**src/rtl/trp_collect_if.sv**
```systemverilog
// Bus between trp_collect, its upstream transpose/reduction unit and its consumer.
// The master modport belongs to whatever drives the collector: it presents
// upstream words and sets the consumer's out_ready.
interface trp_collect_if #(
  parameter int WIDTH        = 10,
  parameter int NUMLANES     = 8,
  parameter int LOG2NUMLANES = 3
);
  logic                      in_valid;
  logic [WIDTH-1:0]          in_data;
  logic                      in_busy;
  logic [1:0]                mode;
  logic                      flush;
  logic                      rd;
  logic                      out_valid;
  logic                      out_ready;
  logic [NUMLANES*WIDTH-1:0] out_data;
  logic [NUMLANES-1:0]       out_mask;
  logic [LOG2NUMLANES:0]     out_count;

  modport master (
    output in_valid, in_data, in_busy, mode, flush, out_ready,
    input  rd, out_valid, out_data, out_mask, out_count
  );

  modport slave (
    input  in_valid, in_data, in_busy, mode, flush, out_ready,
    output rd, out_valid, out_data, out_mask, out_count
  );
endinterface

```
**src/rtl/trp_collect.sv**
```systemverilog
// Collects upstream words into a NUMLANES-wide vector.
// Transpose mode (2'b11) fills every lane. Any other mode is reduction and
// emits one word per vector. A vector also closes early on flush, or when
// the upstream stream ends.
module trp_collect #(
  parameter int WIDTH        = 10,
  parameter int NUMLANES     = 8,
  parameter int LOG2NUMLANES = 3
) (
  input logic           clk,
  input logic           resetn,
  trp_collect_if.slave  bus
);

  typedef enum logic [1:0] {IDLE, COLLECT, HOLD} state_t;

  localparam logic [1:0]            MODE_TRANSPOSE = 2'b11;
  localparam logic [LOG2NUMLANES:0] FULL_COUNT     = (LOG2NUMLANES+1)'(NUMLANES);
  localparam logic [LOG2NUMLANES:0] ONE_COUNT      = (LOG2NUMLANES+1)'(1);

  state_t                    state_q, state_d;
  logic [NUMLANES*WIDTH-1:0] data_q, data_d;
  logic [NUMLANES-1:0]       mask_q, mask_d;
  logic [LOG2NUMLANES:0]     count_q, count_d;
  logic [1:0]                mode_q, mode_d;

  logic                      rd_w;
  logic                      accept;
  logic [LOG2NUMLANES:0]     target;
  logic [LOG2NUMLANES-1:0]   lane_idx;

  assign rd_w   = (state_q != HOLD);
  assign accept = rd_w & bus.in_valid;
  assign target = (mode_q == MODE_TRANSPOSE) ? FULL_COUNT : ONE_COUNT;
  // COLLECT is only entered with count below NUMLANES, so the index never wraps.
  assign lane_idx = count_q[LOG2NUMLANES-1:0];

  assign bus.rd        = rd_w;
  assign bus.out_valid = (state_q == HOLD);
  assign bus.out_data  = data_q;
  assign bus.out_mask  = mask_q;
  assign bus.out_count = count_q;

  // Next-state and lane-write logic.
  always_comb begin
    // NOTE: every signal gets its hold value first, so no path can infer a latch.
    state_d = state_q;
    data_d  = data_q;
    mask_d  = mask_q;
    count_d = count_q;
    mode_d  = mode_q;
    unique case (state_q)
      IDLE: begin
        // A flush with nothing collected is ignored: no empty vectors.
        if (accept) begin
          data_d              = '0;
          data_d[WIDTH-1:0]   = bus.in_data;
          mask_d              = '0;
          mask_d[0]           = 1'b1;
          count_d             = ONE_COUNT;
          mode_d              = bus.mode;
          state_d             = (bus.mode == MODE_TRANSPOSE) ? COLLECT : HOLD;
        end
      end
      COLLECT: begin
        // A same-cycle accept is captured before a flush or end-of-stream closes the vector.
        if (accept) begin
          data_d[lane_idx*WIDTH +: WIDTH] = bus.in_data;
          mask_d[lane_idx]                = 1'b1;
          count_d                         = count_q + 1'b1;
        end
        if ((count_d == target) || bus.flush || (!bus.in_valid && !bus.in_busy))
          state_d = HOLD;
      end
      HOLD: begin
        if (bus.out_ready) begin
          data_d  = '0;
          mask_d  = '0;
          count_d = '0;
          state_d = IDLE;
        end
      end
      default: state_d = IDLE;
    endcase
  end

  // State registers, with synchronous active-low reset.
  always_ff @(posedge clk) begin
    // NOTE: the lane storage is reset as well, because unwritten lanes must read 0 and reset discards partial data.
    if (!resetn) begin
      state_q <= IDLE;
      data_q  <= '0;
      mask_q  <= '0;
      count_q <= '0;
      mode_q  <= '0;
    end else begin
      // NOTE: sequential state uses non-blocking assignments so all registers update together.
      state_q <= state_d;
      data_q  <= data_d;
      mask_q  <= mask_d;
      count_q <= count_d;
      mode_q  <= mode_d;
    end
  end

endmodule

```
**src/flat_wrapper.sv**
```systemverilog
// flat-port wrapper written by rule: the top's interface ports become plain ports
module trp_collect_flat 
#(
  parameter int WIDTH        = 10,
  parameter int NUMLANES     = 8,
  parameter int LOG2NUMLANES = 3
)
  (clk, resetn, bus_in_valid, bus_in_data, bus_in_busy, bus_mode, bus_flush, bus_out_ready, bus_rd, bus_out_valid, bus_out_data, bus_out_mask, bus_out_count);
  trp_collect_if #(.WIDTH(WIDTH), .NUMLANES(NUMLANES), .LOG2NUMLANES(LOG2NUMLANES)) bus_i ();
  input logic clk;
  input logic resetn;
  input wire logic [$bits(bus_i.in_valid)-1:0] bus_in_valid;
  input wire logic [$bits(bus_i.in_data)-1:0] bus_in_data;
  input wire logic [$bits(bus_i.in_busy)-1:0] bus_in_busy;
  input wire logic [$bits(bus_i.mode)-1:0] bus_mode;
  input wire logic [$bits(bus_i.flush)-1:0] bus_flush;
  input wire logic [$bits(bus_i.out_ready)-1:0] bus_out_ready;
  output wire logic [$bits(bus_i.rd)-1:0] bus_rd;
  output wire logic [$bits(bus_i.out_valid)-1:0] bus_out_valid;
  output wire logic [$bits(bus_i.out_data)-1:0] bus_out_data;
  output wire logic [$bits(bus_i.out_mask)-1:0] bus_out_mask;
  output wire logic [$bits(bus_i.out_count)-1:0] bus_out_count;
  assign bus_i.in_valid = bus_in_valid;
  assign bus_i.in_data = bus_in_data;
  assign bus_i.in_busy = bus_in_busy;
  assign bus_i.mode = bus_mode;
  assign bus_i.flush = bus_flush;
  assign bus_i.out_ready = bus_out_ready;
  assign bus_rd = bus_i.rd;
  assign bus_out_valid = bus_i.out_valid;
  assign bus_out_data = bus_i.out_data;
  assign bus_out_mask = bus_i.out_mask;
  assign bus_out_count = bus_i.out_count;
  trp_collect #(.WIDTH(WIDTH), .NUMLANES(NUMLANES), .LOG2NUMLANES(LOG2NUMLANES)) u_core (.clk(clk), .resetn(resetn), .bus(bus_i));
endmodule
```
**config.mk**
```make
export PLATFORM = sky130hd
export DESIGN_NAME = trp_collect_flat
export DESIGN_NICKNAME = d
export VERILOG_FILES = /design/src/rtl/trp_collect_if.sv /design/src/rtl/trp_collect.sv /design/src/flat_wrapper.sv
export SDC_FILE = /design/constraint.sdc
export NUM_CORES = 1
export LEC_CHECK = 0
export ABC_CLOCK_PERIOD_IN_PS = 3000
export BUFFER_PORTS_ARGS = -buffer_cell sky130_fd_sc_hd__buf_2
export CORE_ASPECT_RATIO = 0.8
export CORE_UTILIZATION = 47
export CTS_CLUSTER_DIAMETER = 50
export DETAILED_ROUTE_END_ITERATION = 8
export PLACE_DENSITY = 0.72
export SLEW_MARGIN = 20
export SYNTH_ARGS = -nofsm -noshare
export SYNTH_HDL_FRONTEND = slang
export SYNTH_SLANG_ARGS = --single-unit
```
**constraint.sdc**
```tcl
create_clock -name clk -period 3 [get_ports clk]
set_input_delay 0.15 -clock clk [delete_from_list [all_inputs] [get_ports clk]]
set_output_delay 0.15 -clock clk [all_outputs]
set_load 0.02 [all_outputs]
```
==> flow_summary.yaml <==
status:
  status: "finished, violations left"
  violations: "negative setup slack"
global_route:
  grt_usage_pct: 31.3
  grt_antenna_before_repair: 0
  grt_max_degree: 72
  first_global_vias: 6334
  grt_overflow: 0
  grt_first_pass_wirelength_um: 34200
power:
  power_frac_clock_pct: 15.5
  p_switching_mw: 3.35
  p_per_area_nw_per_um2: 869
  power_frac_seq_pct: 19.8
  internal_power_mw: 3.70
  power_frac_comb_pct: 64.7
  leakagePower_nw: 3.33
  ir_drop_mv: 0.378
  switching_share_pct: 47.5
yosys:
  synth_largest_area_cell: "dfxtp_1"
  ys_top_cells_by_area: "dfxtp_1 (31%), nand2_1 (5.8%), o22ai_1 (4.2%), o21ai_0 (3.7%), a21oi_1 (3.6%)"
  syn_nets: 832
  synth_top_area_share_pct: 30.5
  syn_area_um2: 6300
  yosys_warnings: 0
  synth_cell_type_count: 76
  postSynth.asyncResetShare_pct: 0
  postSynthAreaPerCell_um2: 7.87
  ys_ff_latch: 96
  seq_area_frac_synth_pct: 30.5
  synth_cells: 800
  synth_edf_count: 0
  synth_ff_type: "dfxtp_1"
sta:
  fin_setup_tns_ns: -0.178
  rsz0062_at_grt: "yes"
  finalCritPeriodShare_pct: 102
  setup_violations: 7
  fmax_mhz: 326
  worst_pin_slew_ns: 0.851
  report.final.slew_viol_count: 0
  hold_ws_ns: 0.0749
  fin_ws_ns: -0.0655
  min_period_ns: 3.07
  finalHoldViolCount: 0
  finalClockSkew_ns: 0.0112
  relSlewSlack_pct: 43.3
layout:
  syn2layout_area_growth_pct: 28.8
  nets: 997
  fillers: 1169
  multi_input_area_um2: 4240
  final_cell_mix: "buf_2 (112), buf_4 (98), nand2_1 (95), dfxtp_1 (93)"
  final_util_pct: 62.6
  fin_area_um2: 8110
  seqCellArea_um2: 1930
  layout-drive-gt1-share_pct: 30.5
  final_common_cell: "buf_2"
  diodes: 0
placement:
  dpl.hpwl_um: 15900
  placed_area_um2: 7560
  finalWeightedCongestion: 1.04
  io_buffers: 111
cts:
  cts.clk_slew.worst_paths_ns: 0.07
  root_buffer: "clkbuf_16"
  tritoncts: "yes"
  clk-insertion-delay-late_ns: 0.35
  htreeDepth: 3
  cts_buffers: 9
  ctsHoldBuffers: 0
  cts_sinks: 96
  clock_path_buffers: 2
floorplan:
  die-area_um2: 13900
  start_util_pct: 48.6
  die_w_um: 131
  die_y_um: 106
  core_area_um2: 13000
  ios: 112
  rows: 37
critical_path:
  crit_path_cell_trace: "ha_4 -> ha_4 -> inv_2 -> ha_4 -> or3_4 -> nor3_4 -> ha_4 -> nor3b_4 -> mux2_4 -> o211ai_1 -> a211oi_4 -> mux2i_1 -> nor2_1"
  worst_setup_path_end_kind: "flip-flop"
  critPathTopFamily: "simple AND/OR/NAND/NOR gates"
  slowest_delay_ns: 0.36
  worstPathMaxFanout: 7
  startpoint_type: "flip-flop"
  timing.rr.start: "u_core.bus.out_count[0]"
  worstSetupStartpoint: "u_core.bus.out_count[0]"
  crit_type: "reg -> reg"
  r2r_slack_ns: -0.07
  cp_slowest_cell: "dfxtp_4"
  cp.arrival_ns: 3.27
  cp_data_required_time_ns: 3.20
  reg2reg_depth: 13
  cp_num_cells: 13
  crit_buf_inv: 1
  crit_path_frequent_cell: "ha_4"
drt:
  vias_per_cell: 6.29
  route.vias.total: 7203
  drtAntennaViolNets: 0
  finalWirelength_um: 22500
  wl_per_cell_um: 19.7
  drc: 0
  drtIter0Drc: 805
  firstDrtPassIters: 6
flow_run:
  drv_cap: 0
min_path:
  hold_depth: 3
  hold_class: "in -> reg"
  hold_start: "bus_mode[1]"
==> power by group through the flow <==
stage	combinational (mW)	clock [mW]	sequential [mW]
after CTS	4.09	1.11	1.40
final	4.56	1.09	1.40
after global placement	4.00	0	1.42
after global routing	4.81	1.16	1.40
after detailed placement	4.03	0	1.42
after floorplan	2.52	0	1.49
==> registers in the layout, indices dropped and copies added (netlist names) <==
signal and flops:
u_core.bus.out_data 80, u_core.bus.out_count 4, u_core.state_q 2, u_core.mode_q 2, u_core.bus.out_mask 8
==> layer usage <==
layer	global-route usage, %	share of wire (%)
met5	0	0
met4	12.1	3.3
met3	7.98	11
met2	45.2	41
met1	44.1	44
==> stage by stage <==
stage	cells	setup WS, ns	power [mW]
after floorplan	800	-0.0201	4.01
after global placement	1112	0.0420	5.42
after detailed placement	1112	-0.0420	5.45
after CTS	1128	-0.0105	6.59
after global routing	1145	-0.141	7.37
final	1145	-0.0655	7.05
==> cells by family after synthesis <==
family | share of synthesized area, %
AND/OR/NAND/NOR | 24.4
adder cells (fa/ha/maj) | 2.78
AO/OA/AOI/OAI | 30.9
XOR/XNOR | 1.23
buffers and inverters | 5.90
flip-flops | 30.5
multiplexers | 4.33
==> worst min-delay path, cell delays in order <==
cell	delay [ns]
buf_2	0.11
nand3_1	0.05
a21boi_0	0.06
==> final timing paths <==
check / endpoint
max: u_core.bus.out_data[73]
min: u_core.mode_q[1]
max reg2reg: u_core.bus.out_data[73]
min reg2reg: u_core.bus.out_data[49]
==> synth_stat cells, types with 11 or more instances <==
cell type	instances
mux2i_1	16
nand2_1	98
dfxtp_1	96
nand3_1	26
nor3_1	24
a31oi_1	13
clkbuf_1	27
o22ai_1	42
nand2b_1	11
o21ai_0	46
o211ai_1	12
buf_2	24
a21oi_1	45
a32o_1	19
ha_1	14
and2_1	15
inv_1	22
nor2_1	46
o2bb2ai_1	11
nor2b_1	12
==> layout make-up <==
| cell class | count | area share [%] |
|---|---|---|
| Multi-Input combinational cell | 620 | 52.2 |
| Sequential cell | 96 | 23.8 |
| Timing Repair Buffer | 215 | 16.9 |
| Clock buffer | 11 | 2.87 |
| Tap cell | 175 | 2.70 |
| Inverter | 23 | 1.06 |
| Clock inverter | 5 | 0.494 |
==> timing repair <==
action | 4_1_cts | 5_1_grt
endpoints found under the setup margin | 25 | 59
pin swaps | 2 | 13
buffers inserted | 0 | 16
gates cloned | 0 | 1
gates resized for setup | 4 | 32
(Power assumes the default switching activity.)
